==> src/rtl/cbb_comm_pkg.sv <==
// Shared types and helpers for the cbb_comm datapath blocks.
package cbb_comm_pkg;

  typedef enum logic [0:0] {
    StIdle,
    StAcc
  } state_e;

  // Sign-extend the low w bits of v to 64 bits; callers truncate to their width.
  function automatic logic [63:0] sext(input logic [63:0] v, input int unsigned w);
    logic signed [63:0] t;
    t = v << (64 - w);
    return t >>> (64 - w);
  endfunction

  // True when a full-length window can never wrap the accumulator.
  function automatic bit acc_width_ok(input int unsigned acc_w, input int unsigned in_w,
                                      input int unsigned len_w);
    return acc_w >= in_w + len_w;
  endfunction

endpackage

==> src/rtl/int_dump_acc.sv <==
// Integrate-and-dump accumulator: sums len_q valid signed samples per window and emits
// one ACC_WIDTH-bit sum, with a sticky wrap flag, one cycle after the last sample.
module int_dump_acc
  import cbb_comm_pkg::*;
#(
  parameter int unsigned IN_WIDTH  = 16,
  parameter int unsigned ACC_WIDTH = 32,
  parameter int unsigned LEN_WIDTH = 8
) (
  input  logic                 clk,
  input  logic                 rst,
  input  logic                 sync,
  input  logic [LEN_WIDTH-1:0] dump_len,
  input  logic                 din_vld,
  input  logic [IN_WIDTH-1:0]  din,
  output logic [ACC_WIDTH-1:0] dout,
  output logic                 dout_vld,
  output logic                 ovf
);

  // With a wide enough accumulator a window cannot wrap, so the detector folds away.
  localparam bit AccNoWrap = acc_width_ok(ACC_WIDTH, IN_WIDTH, LEN_WIDTH);

  state_e               state_q, state_d;
  logic [ACC_WIDTH-1:0] acc_q, acc_d;
  logic [ACC_WIDTH-1:0] dout_q, dout_d;
  logic [LEN_WIDTH-1:0] cnt_q, cnt_d;
  logic [LEN_WIDTH-1:0] len_q, len_d;
  logic                 ovf_w_q, ovf_w_d;
  logic                 dout_vld_q, dout_vld_d;
  logic                 ovf_q, ovf_d;

  logic [ACC_WIDTH-1:0] din_x;
  logic [ACC_WIDTH-1:0] sum;
  logic [LEN_WIDTH-1:0] len_new;
  logic                 add_ovf;
  logic                 last;

  assign din_x   = ACC_WIDTH'(sext(64'(din), IN_WIDTH));
  assign sum     = acc_q + din_x;
  assign len_new = (dump_len == '0) ? LEN_WIDTH'(1) : dump_len;
  assign add_ovf = AccNoWrap ? 1'b0 :
                   (acc_q[ACC_WIDTH-1] == din_x[ACC_WIDTH-1]) &&
                   (sum[ACC_WIDTH-1] != acc_q[ACC_WIDTH-1]);
  assign last    = (cnt_q == len_q - LEN_WIDTH'(1));

  always_comb begin
    state_d    = state_q;
    acc_d      = acc_q;
    cnt_d      = cnt_q;
    len_d      = len_q;
    ovf_w_d    = ovf_w_q;
    dout_d     = dout_q;
    dout_vld_d = 1'b0;
    ovf_d      = 1'b0;

    if (sync) begin
      // Restart from either state; a coincident sample opens the new window.
      state_d = StAcc;
      len_d   = len_new;
      ovf_w_d = 1'b0;
      acc_d   = '0;
      cnt_d   = '0;
      if (din_vld) begin
        if (len_new == LEN_WIDTH'(1)) begin
          dout_d     = din_x;
          dout_vld_d = 1'b1;
        end else begin
          acc_d = din_x;
          cnt_d = LEN_WIDTH'(1);
        end
      end
    end else if (state_q == StAcc && din_vld) begin
      if (last) begin
        dout_d     = sum;
        dout_vld_d = 1'b1;
        ovf_d      = ovf_w_q | add_ovf;
        ovf_w_d    = 1'b0;
        acc_d      = '0;
        cnt_d      = '0;
        len_d      = len_new;
      end else begin
        acc_d   = sum;
        cnt_d   = cnt_q + LEN_WIDTH'(1);
        ovf_w_d = ovf_w_q | add_ovf;
      end
    end
  end

  always_ff @(posedge clk) begin
    if (!rst) begin
      state_q <= StIdle;
    end else begin
      state_q <= state_d;
    end
  end

  always_ff @(posedge clk) begin
    if (!rst) begin
      acc_q      <= '0;
      cnt_q      <= '0;
      len_q      <= LEN_WIDTH'(1);
      ovf_w_q    <= 1'b0;
      dout_q     <= '0;
      dout_vld_q <= 1'b0;
      ovf_q      <= 1'b0;
    end else begin
      acc_q      <= acc_d;
      cnt_q      <= cnt_d;
      len_q      <= len_d;
      ovf_w_q    <= ovf_w_d;
      dout_q     <= dout_d;
      dout_vld_q <= dout_vld_d;
      ovf_q      <= ovf_d;
    end
  end

  assign dout     = dout_q;
  assign dout_vld = dout_vld_q;
  assign ovf      = ovf_q;

endmodule

==> config.mk <==
export PLATFORM = sky130hd
export DESIGN_NAME = int_dump_acc
export DESIGN_NICKNAME = d
export VERILOG_FILES = /design/src/rtl/cbb_comm_pkg.sv /design/src/rtl/int_dump_acc.sv
export SDC_FILE = /design/constraint.sdc
export NUM_CORES = 1
export LEC_CHECK = 0
export CORE_ASPECT_RATIO = 1.25
export CORE_MARGIN = 5
export CORE_UTILIZATION = 61
export CTS_BUF_LIST = sky130_fd_sc_hd__clkbuf_8 sky130_fd_sc_hd__clkbuf_16
export DETAILED_ROUTE_END_ITERATION = 6
export PLACE_DENSITY = 0.95
export SYNTH_ARGS = -nofsm -noshare
export SYNTH_HDL_FRONTEND = slang
export SYNTH_SLANG_ARGS = --single-unit
==> constraint.sdc <==
create_clock -name clk -period 5.7 [get_ports clk]
set_clock_uncertainty 0.05 [all_clocks]
set_input_delay 1.425 -clock clk [delete_from_list [all_inputs] [get_ports clk]]
set_output_delay 1.425 -clock clk [all_outputs]
set_load 0.05 [all_outputs]
==> results of run 1 <==
-- stage by stage --
step	std cells	hold WS [ps]	total power (W)	setup WS, ps
after CTS	785	445	0.00172	1150
after detailed placement	769	432	0.00122	769
after global placement	769	424	0.00121	870
after floorplan	639	406	0.00107	1820
after global routing	785	479	0.00181	825
final	785	445	0.00173	1100
-- layer usage --
| metal | up-vias | routed length (um) | global-route usage [%] |
|---|---|---|---|
| li1 | 2480 | - | - |
| met1 | 2443 | 5910 | 33.6 |
| met2 | 253 | 7330 | 49.8 |
| met3 | 59 | 954 | 5.08 |
| met4 | 0 | 615 | 16.2 |
| met5 | - | 0 | 0 |
-- kinds of logic after synthesis --
group,after synthesis,share of synthesized area (%)
flops,82,31.1
mux,5,1.02
compound gates,243,32.3
simple gates,189,17.2
fa+ha+maj,34,8.20
other cells,1,0.0711
buf+inv,48,3.89
xor+xnor,37,6.14
-- report_power, final --
group	internal [W]	total (W)	leakage [nW]	switching, W
Combinational	0.000222	0.000582	1.88	0.000359
Sequential	0.000614	0.000644	0.670	0.0000304
Clock	0.000255	0.000504	0.117	0.000249
-- worst paths after layout --
path,startpoint,cells past startpoint,end,slack [ps]
max,din[15],9,dout[29],1100
min,len_q[7],2,len_q[7],450
max reg2reg,len_q[0],11,dout[28],2100
min reg2reg,len_q[7],2,len_q[7],450
-- Yosys cell counts, types with 3 or more instances --
master,number
and3_1,9
o211a_1,19
buf_4,4
nand4_1,4
ha_1,33
and3b_1,3
o21bai_1,3
a221oi_1,9
and2_1,8
o31ai_1,4
o221a_2,16
a21oi_1,57
a21boi_0,10
o21a_1,7
a2111oi_0,3
o21ai_1,9
nor3_1,5
clkbuf_1,29
o21ai_0,41
a211oi_1,5
mux2_2,3
a21o_1,17
xor2_1,17
nor4_1,3
nor2b_1,10
inv_1,10
nor2_1,49
dfxtp_1,82
a41oi_1,5
nand2_1,60
nor3b_1,7
o211ai_1,8
xnor2_1,20
a31oi_1,16
nand3_1,23
-- flip-flops by register name, summed over array words and instances (netlist names) --
register and flops:
acc_q 32, dout 32, cnt_q 8, len_q 8, dout_vld 1, state_q 1
-- area by class of cell --
class	count	area (um2)	area share [%]
multi-input cells	509	3430	56.1
inverters	11	41.3	0.675
repair buffers	67	648	10.6
well taps	100	125	2.05
clock inverters	7	106	1.74
clock buffers	9	124	2.03
flip-flops and latches	82	1640	26.8
-- worst register-to-register path: cells and delay by family, from the launching register on --
kind,cells,cell delay [ps]
adders and majority gates,1,240
DFF,1,420
AOI/OAI and AO/OA,4,1470
buffers and inverters,3,580
and+or+nand+nor,3,810
==> results.cfg, run 1 <==
[clock_network]
cts_tree = done
cts_max_level = 3
cts.sinks = 82
holdBufCountCts = 0
cts.path.max_buffers = 2
cts_buffers = 9
clkTransAtPathRegs_ps = 90
clock_latency_ps = 380
cts_root_buffer = clkbuf_8
post_cts_buffers = 0
cts_resized = 0

[placement]
hpwlAfterDp_mm = 10.6
placed_area_um2 = 5890
portBuffers = 60
gp_congestion = 0.996

[worst_setup_path]
crit_family = compound AO/OA/AOI/OAI gates
slowest_stage = clkdlybuf4s50_1
start_kind = primary input
critical_path_required_ps = 5920
path_max_fanout = 17
slowest_delay_ps = 830
end_kind = flop
crit_type = primary input to flop
crit_path_frequent_cell = a21oi_1
arrival_ps = 4820
path_cells = clkdlybuf4s50_1 > ha_1 > a21oi_1 > o21ai_0 > a2111oi_0 > a21oi_1 > a41oi_1 > mux2_2 > o221a_2
crit_buf_inv = 1

[global_routing]
grt_pass1_wl_mm = 24.6
grt_overflow_total = 0
grt_max_degree = 53
grt_pass1_vias = 5216
grt_use_total_pct = 28.9
antenna_found_initial = 0

[synthesis]
syn_nets = 701
syn_inst = 639
async_flop_share_pct = 0
synth_area_leaders = dfxtp_1 (31%), ha_1 (7.8%), a21oi_1 (5.4%)
synth_edf_count = 0
synth-main-ff-cell = dfxtp_1
seq_area_frac_synth_pct = 31.1
syn_area_um2 = 5280
synth_warnings = 0
synth-seq-cells = 82
synth_top_area_share_pct = 31.1
syn_avg_cell_area_um2 = 8.26
yosysTopAreaCell = dfxtp_1
ys_types = 60

[drt]
drcViolationCount = 0
ant_nets = 0
wl_per_cell_um = 18.9
vias = 5235
via_per_inst = 6.67
drt_pre_antenna_iters = 5
wirelength_mm = 14.8
drtIter0Drc = 348

[die]
initial_core_util_pct = 61.7
dieArea_um2 = 10600
core_um2 = 8560
fp-row-count = 38
ios = 62
die_y_um = 114
fp.dieW_um = 93.2

[timing]
hold_viol = 0
drv_slew = 0
relSlewSlack_pct = 14.5
worst_pin_slew_ps = 1280
rsz0062_at_grt = no
period_share_pct = 80.7
fin_crit_ps = 4600
setup_tns_ps = 0
max_freq_ghz = 0.217
setup_viol = 0

[cells_and_area]
nets = 742
layout_commonest_cell = dfxtp_1
drive_gt1_share_pct = 7.45
utilization_pct = 71.5
layout_common_cells = dfxtp_1 (82), nand2_1 (60), clkdlybuf4s50_1 (59)
design_area_um2 = 6120
areaGrowthSynthToFinish_pct = 15.9
n_fill_cell = 636
diodes = 0

[pwr]
leakagePower_nw = 2.67
power_density_nw_per_um2 = 283
ir_worst_vdd_uv = 205

[run_status]
status = completed

[min_path]
min_path_type = flop to flop

[job]
drv_cap = 0
Power figures use the tool's default switching activity.
==> run 2, diff against run 1 <==
CORE_UTILIZATION = 51   (was 61)
PLACE_DENSITY = 0.88   (was 0.95)
clock period = 3.75 ns   (was 5.7 ns; I/O delays follow)
==> results.cfg, run 2 (synthesis results as in run 1) <==
[cells_and_area]
areaGrowthSynthToFinish_pct = 28.0
layout_common_cells = dfxtp_1 (82), buf_4 (74), nand2_1 (60)
layout_commonest_cell = dfxtp_1
final_cell_count_no_fill = 881
drive_gt1_share_pct = 16.1
nets = 809
n_fill_cell = 811
diodes = 0

[pwr]
ir_worst_vdd_uv = 247
leakagePower_nw = 3.03
power_density_nw_per_um2 = 435

[drt]
wirelength_mm = 16.5
wl_per_cell_um = 18.7
via_per_inst = 6.30
ant_nets = 0
wl_met2_mm = 8.51
wl_met1_mm = 6.46
top_layer = met4
drcViolationCount = 0
wl_met3_mm = 1.05
drtIter0Drc = 413
drt_pre_antenna_iters = 5
vias = 5547

[placement]
dp.cells = 865
hpwlAfterDp_mm = 11.7
gp_congestion = 0.942
portBuffers = 60

[timing]
setup_viol = 0
fin_crit_ps = 3610
period_share_pct = 96.2
relSlewSlack_pct = 46.0
max_freq_ghz = 0.277
hold_viol = 0
worst_pin_slew_ps = 810
drv_slew = 0
setup_tns_ps = 0

[worst_setup_path]
r2r-end = len_q[0]
path_max_fanout = 4
r2r_setup_slack_ps = 480
end_kind = flop
crit_buf_inv = 2
slowest_delay_ps = 490
r2r-start = len_q[0]
crit_type = primary input to flop
critical_path_required_ps = 3930
slowest_stage = clkdlybuf4s50_1
crit_family = compound AO/OA/AOI/OAI gates
start_kind = primary input
arrival_ps = 3790
rr_worst_depth = 10
startpoint = din[1]
path_cells = clkdlybuf4s50_1 > ha_1 > a21o_1 > nand4_1 > buf_4 > a2111oi_1 > nor2_1 > a21oi_1 > a41oi_1 > mux2_2 > o221a_2

[global_routing]
grt_pass1_vias = 5692
grt_max_degree = 49
grt_use_total_pct = 26.4
grt_overflow_total = 0
grt_pass1_wl_mm = 26.7
antenna_found_initial = 0

[die]
ios = 62
fp.dieW_um = 101
initial_core_util_pct = 52.2
fp-row-count = 41
dieArea_um2 = 12500
die_y_um = 124
core_um2 = 10100

[clock_network]
clock_latency_ps = 340
cts.sinks = 82
post_cts_buffers = 0
clkTransAtPathRegs_ps = 60
cts.path.max_buffers = 2
cts_root_buffer = clkbuf_16
cts_max_level = 3
cts_tree = done
cts_buffers = 9

[min_path]
min_path_type = flop to flop
min_from = dout[23]
hold_path_end = dout[23]
hold_depth = 2

[run_status]
status = completed

[job]
drv_cap = 0
[run 2: worst max-delay path by stage]
stage | endpoint | slack [ps] | cells after the start
2_1_floorplan | acc_q[28] | 360 | 10
6_report | dout[29] | 140 | 11
4_1_cts | acc_q[28] | 60 | 12
3_3_place_gp | acc_q[28] | -220 | 12
5_1_grt | dout[30] | -70 | 11
3_5_place_dp | dout[31] | -280 | 11
[run 2: per-layer routing]
layer  vias to the layer above  GRT usage (%)
li1                       2604              -
met1                      2649           30.7
met2                       252           47.4
met3                        42           4.59
met4                         0           10.9
met5                         -              0
[run 2: through the flow]
stage	power, W	hold slack, ps	area (um2)	utilization [%]	setup WS, ps
after floorplan	0.00162	406	5280	-	361
after global routing	0.00306	472	6760	66.8	-71.4
after global placement	0.00195	427	6420	63.6	-224
after detailed placement	0.00198	437	6420	63.6	-276
final	0.00294	449	6760	66.8	142
after CTS	0.00291	452	6740	66.7	57.0
[run 2: final cells by class]
type / count / area, um2 / share of cell area [%]
Tap cell: 129 / 161 / 2.39
Multi-Input combinational cell: 509 / 3450 / 51.0
Clock buffer: 10 / 239 / 3.54
Timing Repair Buffer: 134 / 1150 / 17.0
Inverter: 11 / 41.3 / 0.611
Sequential cell: 82 / 1640 / 24.3
Clock inverter: 6 / 72.6 / 1.07
[run 2: report_power, final]
group / internal, W / switching (W)
sequential: 0.000934 / 0.0000457
combinational: 0.000437 / 0.000585
clock: 0.000542 / 0.000394
[run 2: worst min-delay path, delay by kind of cell, from the launching register on]
kind,cells,cell delay [ps]
compound gates,2,140
flops,1,330
[run 2: timing repair]
| item | 4_1_cts | 5_1_grt |
|---|---|---|
| resized for setup | 0 | 6 |
| hold buffers | 0 | 0 |
| endpoints found under the setup margin | 0 | 15 |
==> run 3, diff against run 2 <==
SLEW_MARGIN = 5   (was unset)
==> results of run 3 <==
Same layout as run 2: the final DEF is identical, and so are final timing and power.
